<file path="src/rtl/grad_cells_pkg.sv">
// Shared types and constants for the grad_cells valve sequencer.
package grad_cells_pkg;

  typedef enum logic [2:0] {
    IDLE,
    SETTLE_A,
    DWELL,
    SETTLE_B,
    DONE
  } seq_state_t;

  localparam int CTRL_IN_A  = 0;
  localparam int CTRL_IN_B  = 1;
  localparam int CTRL_OUT_A = 2;
  localparam int CTRL_OUT_B = 3;

  localparam logic BR_A = 1'b0;
  localparam logic BR_B = 1'b1;

  function automatic int max_int(input int a, input int b);
    return (a > b) ? a : b;
  endfunction

endpackage

</file>
<file path="src/rtl/seq_timer.sv">
// Loadable down-counter; zero flags the final cycle of a timed phase.
module seq_timer #(
  parameter int W = 8
) (
  input  logic         clk,
  input  logic         rst,
  input  logic         load,
  input  logic [W-1:0] load_value,
  input  logic         dec,
  output logic         zero
);

  logic [W-1:0] value_reg;

  always_ff @(posedge clk) begin
    if (rst) begin
      value_reg <= '0;
    end else if (load) begin
      value_reg <= load_value;
    end else if (dec && (value_reg != '0)) begin
      value_reg <= value_reg - 1'b1;
    end
  end

  assign zero = (value_reg == '0);

endmodule

</file>
<file path="src/rtl/grad_cells_valve_seq.sv">
// Break-before-make pneumatic sequencer driving the four grad_cells MUX lines.
module grad_cells_valve_seq
  import grad_cells_pkg::*;
#(
  parameter int SETTLE_CYCLES = 16,
  parameter int DWELL_W       = 16,
  parameter int PRESS_CLOSES  = 1,
  parameter int CNT_W         = 8
) (
  input  logic               clk,
  input  logic               rst,
  input  logic               cmd_valid,
  output logic               cmd_ready,
  input  logic               cmd_branch,
  input  logic [DWELL_W-1:0] cmd_dwell,
  input  logic               abort,
  output logic [3:0]         ctrl,
  output logic               busy,
  output logic               done,
  output logic               aborted,
  output logic               active_branch,
  output logic [CNT_W-1:0]   done_count
);

  localparam int             TW          = max_int($clog2(SETTLE_CYCLES + 1), DWELL_W);
  localparam logic [TW-1:0]  SETTLE_LOAD = TW'(SETTLE_CYCLES - 1);
  localparam logic           CLOSED      = (PRESS_CLOSES != 0);

  seq_state_t         state_reg, state_next;
  logic               branch_reg, branch_next;
  logic [DWELL_W-1:0] dwell_m1_reg, dwell_m1_next;
  logic               abort_seen_reg, abort_seen_next;
  logic               aborted_reg, aborted_next;
  logic [3:0]         ctrl_reg, ctrl_next, open_next;
  logic               cmd_ready_reg, busy_reg, done_reg;
  logic [CNT_W-1:0]   count_reg;
  logic               accept;

  logic               tmr_load, tmr_dec, tmr_zero;
  logic [TW-1:0]      tmr_load_value;

  // Timer is loaded with (count - 1) so its zero flag marks the last cycle of a phase.
  seq_timer #(.W(TW)) u_timer (
    .clk        (clk),
    .rst        (rst),
    .load       (tmr_load),
    .load_value (tmr_load_value),
    .dec        (tmr_dec),
    .zero       (tmr_zero)
  );

  assign accept = (state_reg == IDLE) && cmd_valid;

  always_comb begin
    state_next      = state_reg;
    branch_next     = branch_reg;
    dwell_m1_next   = dwell_m1_reg;
    abort_seen_next = abort_seen_reg;
    tmr_load        = 1'b0;
    tmr_load_value  = SETTLE_LOAD;
    tmr_dec         = 1'b0;
    case (state_reg)
      IDLE: begin
        if (cmd_valid) begin
          state_next      = SETTLE_A;
          branch_next     = cmd_branch;
          dwell_m1_next   = (cmd_dwell == '0) ? '0 : cmd_dwell - 1'b1;
          abort_seen_next = 1'b0;
          tmr_load        = 1'b1;
        end
      end
      SETTLE_A: begin
        if (abort) begin
          state_next      = DONE;
          abort_seen_next = 1'b1;
        end else if (tmr_zero) begin
          state_next     = DWELL;
          tmr_load       = 1'b1;
          tmr_load_value = TW'(dwell_m1_reg);
        end else begin
          tmr_dec = 1'b1;
        end
      end
      DWELL: begin
        if (abort || tmr_zero) begin
          state_next = SETTLE_B;
          tmr_load   = 1'b1;
          if (abort) abort_seen_next = 1'b1;
        end else begin
          tmr_dec = 1'b1;
        end
      end
      SETTLE_B: begin
        if (tmr_zero) state_next = DONE;
        else          tmr_dec    = 1'b1;
      end
      DONE:    state_next = IDLE;
      default: state_next = IDLE;
    endcase
  end

  // Outputs are computed from the next state so they register in step with it.
  always_comb begin
    open_next = 4'b0000;
    if (state_next == SETTLE_A || state_next == SETTLE_B || state_next == DWELL) begin
      open_next[(branch_next == BR_A) ? CTRL_OUT_A : CTRL_OUT_B] = 1'b1;
    end
    if (state_next == DWELL) begin
      open_next[(branch_next == BR_A) ? CTRL_IN_A : CTRL_IN_B] = 1'b1;
    end
    ctrl_next = CLOSED ? ~open_next : open_next;

    aborted_next = aborted_reg;
    if (accept) aborted_next = 1'b0;
    else if (state_next == DONE && abort_seen_next) aborted_next = 1'b1;
  end

  always_ff @(posedge clk) begin
    if (rst) begin
      state_reg      <= IDLE;
      branch_reg     <= BR_A;
      dwell_m1_reg   <= '0;
      abort_seen_reg <= 1'b0;
      aborted_reg    <= 1'b0;
      ctrl_reg       <= {4{CLOSED}};
      cmd_ready_reg  <= 1'b1;
      busy_reg       <= 1'b0;
      done_reg       <= 1'b0;
      count_reg      <= '0;
    end else begin
      state_reg      <= state_next;
      branch_reg     <= branch_next;
      dwell_m1_reg   <= dwell_m1_next;
      abort_seen_reg <= abort_seen_next;
      aborted_reg    <= aborted_next;
      ctrl_reg       <= ctrl_next;
      cmd_ready_reg  <= (state_next == IDLE);
      busy_reg       <= (state_next == SETTLE_A) || (state_next == DWELL) || (state_next == SETTLE_B);
      done_reg       <= (state_next == DONE);
      if (state_next == DONE) count_reg <= count_reg + 1'b1;
    end
  end

  assign ctrl          = ctrl_reg;
  assign cmd_ready     = cmd_ready_reg;
  assign busy          = busy_reg;
  assign done          = done_reg;
  assign aborted       = aborted_reg;
  assign active_branch = branch_reg;
  assign done_count    = count_reg;

  // Safety invariants on the physical valve state.
  logic [3:0] open_v;
  assign open_v = CLOSED ? ~ctrl_reg : ctrl_reg;

  always_ff @(posedge clk) begin
    if (!rst) begin
      assert (!(open_v[CTRL_IN_A] && open_v[CTRL_IN_B]));
      assert (!(open_v[CTRL_IN_A] && !open_v[CTRL_OUT_A]));
      assert (!(open_v[CTRL_IN_B] && !open_v[CTRL_OUT_B]));
      assert (!((open_v[CTRL_IN_A] || open_v[CTRL_OUT_A]) &&
                (open_v[CTRL_IN_B] || open_v[CTRL_OUT_B])));
    end
  end

endmodule

</file>
<file path="config.mk">
export PLATFORM = sky130hd
export DESIGN_NAME = grad_cells_valve_seq
export DESIGN_NICKNAME = d
export VERILOG_FILES = /design/src/rtl/grad_cells_pkg.sv /design/src/rtl/seq_timer.sv /design/src/rtl/grad_cells_valve_seq.sv
export SDC_FILE = /design/constraint.sdc
export NUM_CORES = 1
export LEC_CHECK = 0
export ABC_CLOCK_PERIOD_IN_PS = 7100
export BUFFER_PORTS_ARGS = -buffer_cell sky130_fd_sc_hd__buf_2
export CORE_ASPECT_RATIO = 0.6
export CORE_MARGIN = 2
export CORE_UTILIZATION = 55
export DETAILED_ROUTE_END_ITERATION = 6
export MAX_ROUTING_LAYER = met4
export PLACE_DENSITY = 0.77
export SLEW_MARGIN = 5
export SYNTH_ARGS = -nofsm -noshare
export SYNTH_HDL_FRONTEND = slang
export SYNTH_HIERARCHICAL = 1
export SYNTH_SLANG_ARGS = --single-unit
</file>
<file path="constraint.sdc">
create_clock -name clk -period 7.1 [get_ports clk]
set_input_delay 1.065 -clock clk [delete_from_list [all_inputs] [get_ports clk]]
set_output_delay 1.065 -clock clk [all_outputs]
set_load 0.03 [all_outputs]
</file>
==> summary.md <==
| Metric | Value |
|---|---|
| Outcome | `finished clean` |
| DIE AREA | `5865 um^2` |
| Worst-path fanout max | `27` |
| Part of the power in registers | `47.6%` |
| Clock Power Share | `33.4%` |
| Hold Startpoint | `dwell_m1_reg[11]` |
| Min-Delay Endpoint | `dwell_m1_reg[11]` |
| Hold Crit Depth | `2` |
| Async SR Flop Fraction | `0%` |
| Unique cell type count in the Yosys netlist | `65` |
| Tightest Hold Check Type | `reg2reg` |
| CP max stage cell | `clkinv_1` |
| Post-CTS setup buffer count | `0` |
| Crit share post-route | `52.92%` |
| Skew-Pair Late Insertion Delay | `0.31 ns` |
| FMAX | `266.1 MHz` |
| Worst EP required | `7.30 ns` |
| Min Clock Period, post-route | `3.757 ns` |
| DP Area | `3043 um^2` |
| Avg Inst Size Synth | `8.646 um^2` |
| Pleak | `1.184 nW` |
| Unrepaired setup endpoints after global routing | `no` |
| Largest net degree at the start of global routing | `36` |
| Deepest clock path buffer count | `2` |
| Routed len/inst | `14.38 um` |
| Flop2flop setup slack | `3.34 ns` |
| Internal power | `0.0005147 W` |
| Mapped Cells | `334` |
| DRC viols | `0` |
| Combinational power share | `19.0%` |
| Top routing layer used | `met4` |
| Die width | `97.55 um` |
| Slew HR | `53.19%` |
| Grt ovf | `0` |
| Clock Sinks | `53` |
| Worst Skew | `0.01044 ns` |
| Post-DP HPWL | `4.561 mm` |
| Flops & latches, synth | `53` |
| Worst r2r src | `u_timer/value_reg[7]` |
| Row cnt | `20` |
| WS Path Type | `reg2reg` |
| Fillcell total | `441` |
| WL final | `6.171 mm` |
| Initial core utilization | `57.13%` |
| Delay-heaviest family, CP | `simple AND/OR/NAND/NOR gates` |
| Post-DR vias/cell | `5.555` |
| Port Buffers | `37` |
| Cts hold-fix bufs | `0` |
| Max_cap viols | `0` |
| Mapped Area | `2888 um^2` |
| Peak VDD IR | `102.4 uV` |
| Endpoints failing hold | `0` |
| Share of post-route cells with drive strength above 1 | `18.73%` |
| Boundary pin count | `38` |
| FF-to-FF End | `u_timer/value_reg[0]` |
| Syn Nets | `359` |
| DRT Pass-1 Iters | `4` |
| Number of enable flip-flop cells after synthesis | `0` |
| Clk root buf | `clkbuf_8` |
| Vias in the first global route | `2147` |
| Global Route Usage Sum | `23.43%` |
| First-pass GRT wire length | `10.49 mm` |
| # H-tree levels | `2` |
| Sw Share | `28.34%` |
| Primary FF master, synth | `dfxtp_1` |
| Antenna violations before repair | `0` |
| Crit path largest cell delay | `0.74 ns` |
| # nets final | `387` |
| Endpoints failing setup | `0` |
| WP depth | `7` |
| CP bufs+invs | `1` |
| Finished Cell Area | `3177 um^2` |
| Worst-path clk slew | `0.09 ns` |
| Critical Path AT | `3.96 ns` |
| Layout area overhead | `10.01%` |
| Met3 WL | `504 um` |
| Sequential share of the synthesized area | `36.74%` |
| CTS tree | `done` |
| DR vias | `2383` |
| Die Ht | `60.13 um` |
| Crit. End Element | `flop` |
| Core Region | `5055 um^2` |
| TritonCTS Buffers | `5` |
| Post_cts resized | `0` |
| # diodes | `0` |
| TNS Setup | `0 ns` |
| Syn. warnings | `6` |
| Actual slew at the worst max-slew pin | `0.6978 ns` |
| PD cells | `226.1 nW/um^2` |
| CP Cell Sequence | `or4_4, and4bb_2, nor2_1, a211o_1, a21oi_1, clkinv_1, a211oi_1` |
| CP Launch Type | `flop` |
| Iter 0 DRT Violations | `190` |
| Final Max Tran Viols | `0` |
| Met1 wire length | `3.313 mm` |
| Routability Congestion | `0.9395` |
| Post-route ant nets | `0` |
| Routed wl met2 | `2.303 mm` |
| Reg2reg path depth | `7` |
| NetSw | `0.0002035 W` |
power by group through the flow:
stage / Clock (W) / Combinational [W] / Sequential (W)
2_1_floorplan: 0 / 0.000104 / 0.000348
3_3_place_gp: 0 / 0.000130 / 0.000347
6_report: 0.000240 / 0.000137 / 0.000342
3_5_place_dp: 0 / 0.000134 / 0.000348
4_1_cts: 0.000244 / 0.000135 / 0.000341
5_1_grt: 0.000258 / 0.000151 / 0.000346
metrics by stage:
stage / util (%) / setup WS, ns / hold slack (ns) / total power [W] / std cells
after detailed placement: 60.20 / 3.432 / 0.4370 / 0.0004823 / 421
after global routing: 62.85 / 3.066 / 0.4818 / 0.0007542 / 429
after CTS: 62.85 / 3.432 / 0.4494 / 0.0007210 / 429
after floorplan: - / 3.971 / 0.4202 / 0.0004518 / 334
final: 62.85 / 3.343 / 0.4430 / 0.0007182 / 429
after global placement: 60.20 / 3.655 / 0.4286 / 0.0004776 / 421
layout make-up:
class                   count  area, um^2  area share (%)
inverters                   8       30.03          0.9453
clock inverters             3       65.06           2.048
well taps                  66       82.58           2.599
clock buffers               5       68.82           2.166
multi-input cells         256        1677           52.78
repair buffers             38       192.7           6.065
flip-flops and latches     53        1061           33.40
cell usage after synthesis, drive strengths merged (3+ instances only):
cell type / instances / area (um^2)
buf: 8 / 70.06
xnor2: 15 / 131.4
nor4: 9 / 77.57
dfxtp: 53 / 1061
nand2: 33 / 126.4
nand3b: 3 / 22.52
ha: 4 / 50.05
o21bai: 3 / 22.52
a211oi: 7 / 52.55
nor3b: 4 / 30.03
nand2b: 7 / 43.79
mux2i: 4 / 43.79
nand3: 7 / 35.03
nor3: 17 / 101.4
and2: 13 / 81.33
nor2: 38 / 147.6
clkbuf: 8 / 40.04
a211o: 3 / 26.28
a21oi: 9 / 48.80
xor2: 14 / 122.6
inv: 7 / 26.28
a311oi: 3 / 26.28
nand4: 9 / 56.30
or3: 4 / 28.78
o21ai: 22 / 117.6
routing by layer:
metal  GRT usage (%)  vias to the layer above
met5               -                        -
met4           4.762                        0
met3           7.251                        5
met2           31.13                       84
met1           34.40                     1066
li1                -                     1228
cells by family after synthesis:
group / after synthesis / share of synthesized area (%)
and+or+nand+nor: 159 / 31.28
AOI/OAI and AO/OA: 58 / 13.95
xor gates and xnor gates: 29 / 8.796
DFF: 53 / 36.74
adders and majority gates: 4 / 1.733
muxes: 6 / 2.296
buffers and inverters: 25 / 5.199
cell usage in the layout, fill, tap and decap left out, drive strengths merged, types with 9 or more instances in the layout:
cell type | Yosys | final
dfxtp | 53 | 53
buf | 8 | 38
nor2 | 38 | 38
nand2 | 33 | 33
o21ai | 22 | 22
nor3 | 17 | 17
xnor2 | 15 | 15
xor2 | 14 | 14
and2 | 13 | 13
nand4 | 9 | 9
a21oi | 9 | 9
nor4 | 9 | 9
worst max path at each step:
stage / startpoint / end / slack (ns)
6_report: u_timer/value_reg[7] / u_timer/value_reg[0] / 3.34
5_1_grt: u_timer/value_reg[7] / u_timer/value_reg[14] / 3.07
4_1_cts: u_timer/value_reg[7] / u_timer/value_reg[0] / 3.43
3_5_place_dp: u_timer/value_reg[7] / u_timer/value_reg[14] / 3.43
3_3_place_gp: u_timer/value_reg[7] / u_timer/value_reg[14] / 3.66
2_1_floorplan: u_timer/value_reg[7] / u_timer/value_reg[0] / 3.97
worst reg2reg max path, cell delays in order, from the launching register on:
cell and delay (ns):
dfxtp_1 0.37, or4_4 0.57, and4bb_2 0.64, nor2_1 0.08, a211o_1 0.29, a21oi_1 0.47
clkinv_1 0.74, a211oi_1 0.50
No activity file was read; power rests on OpenSTA's default activity.
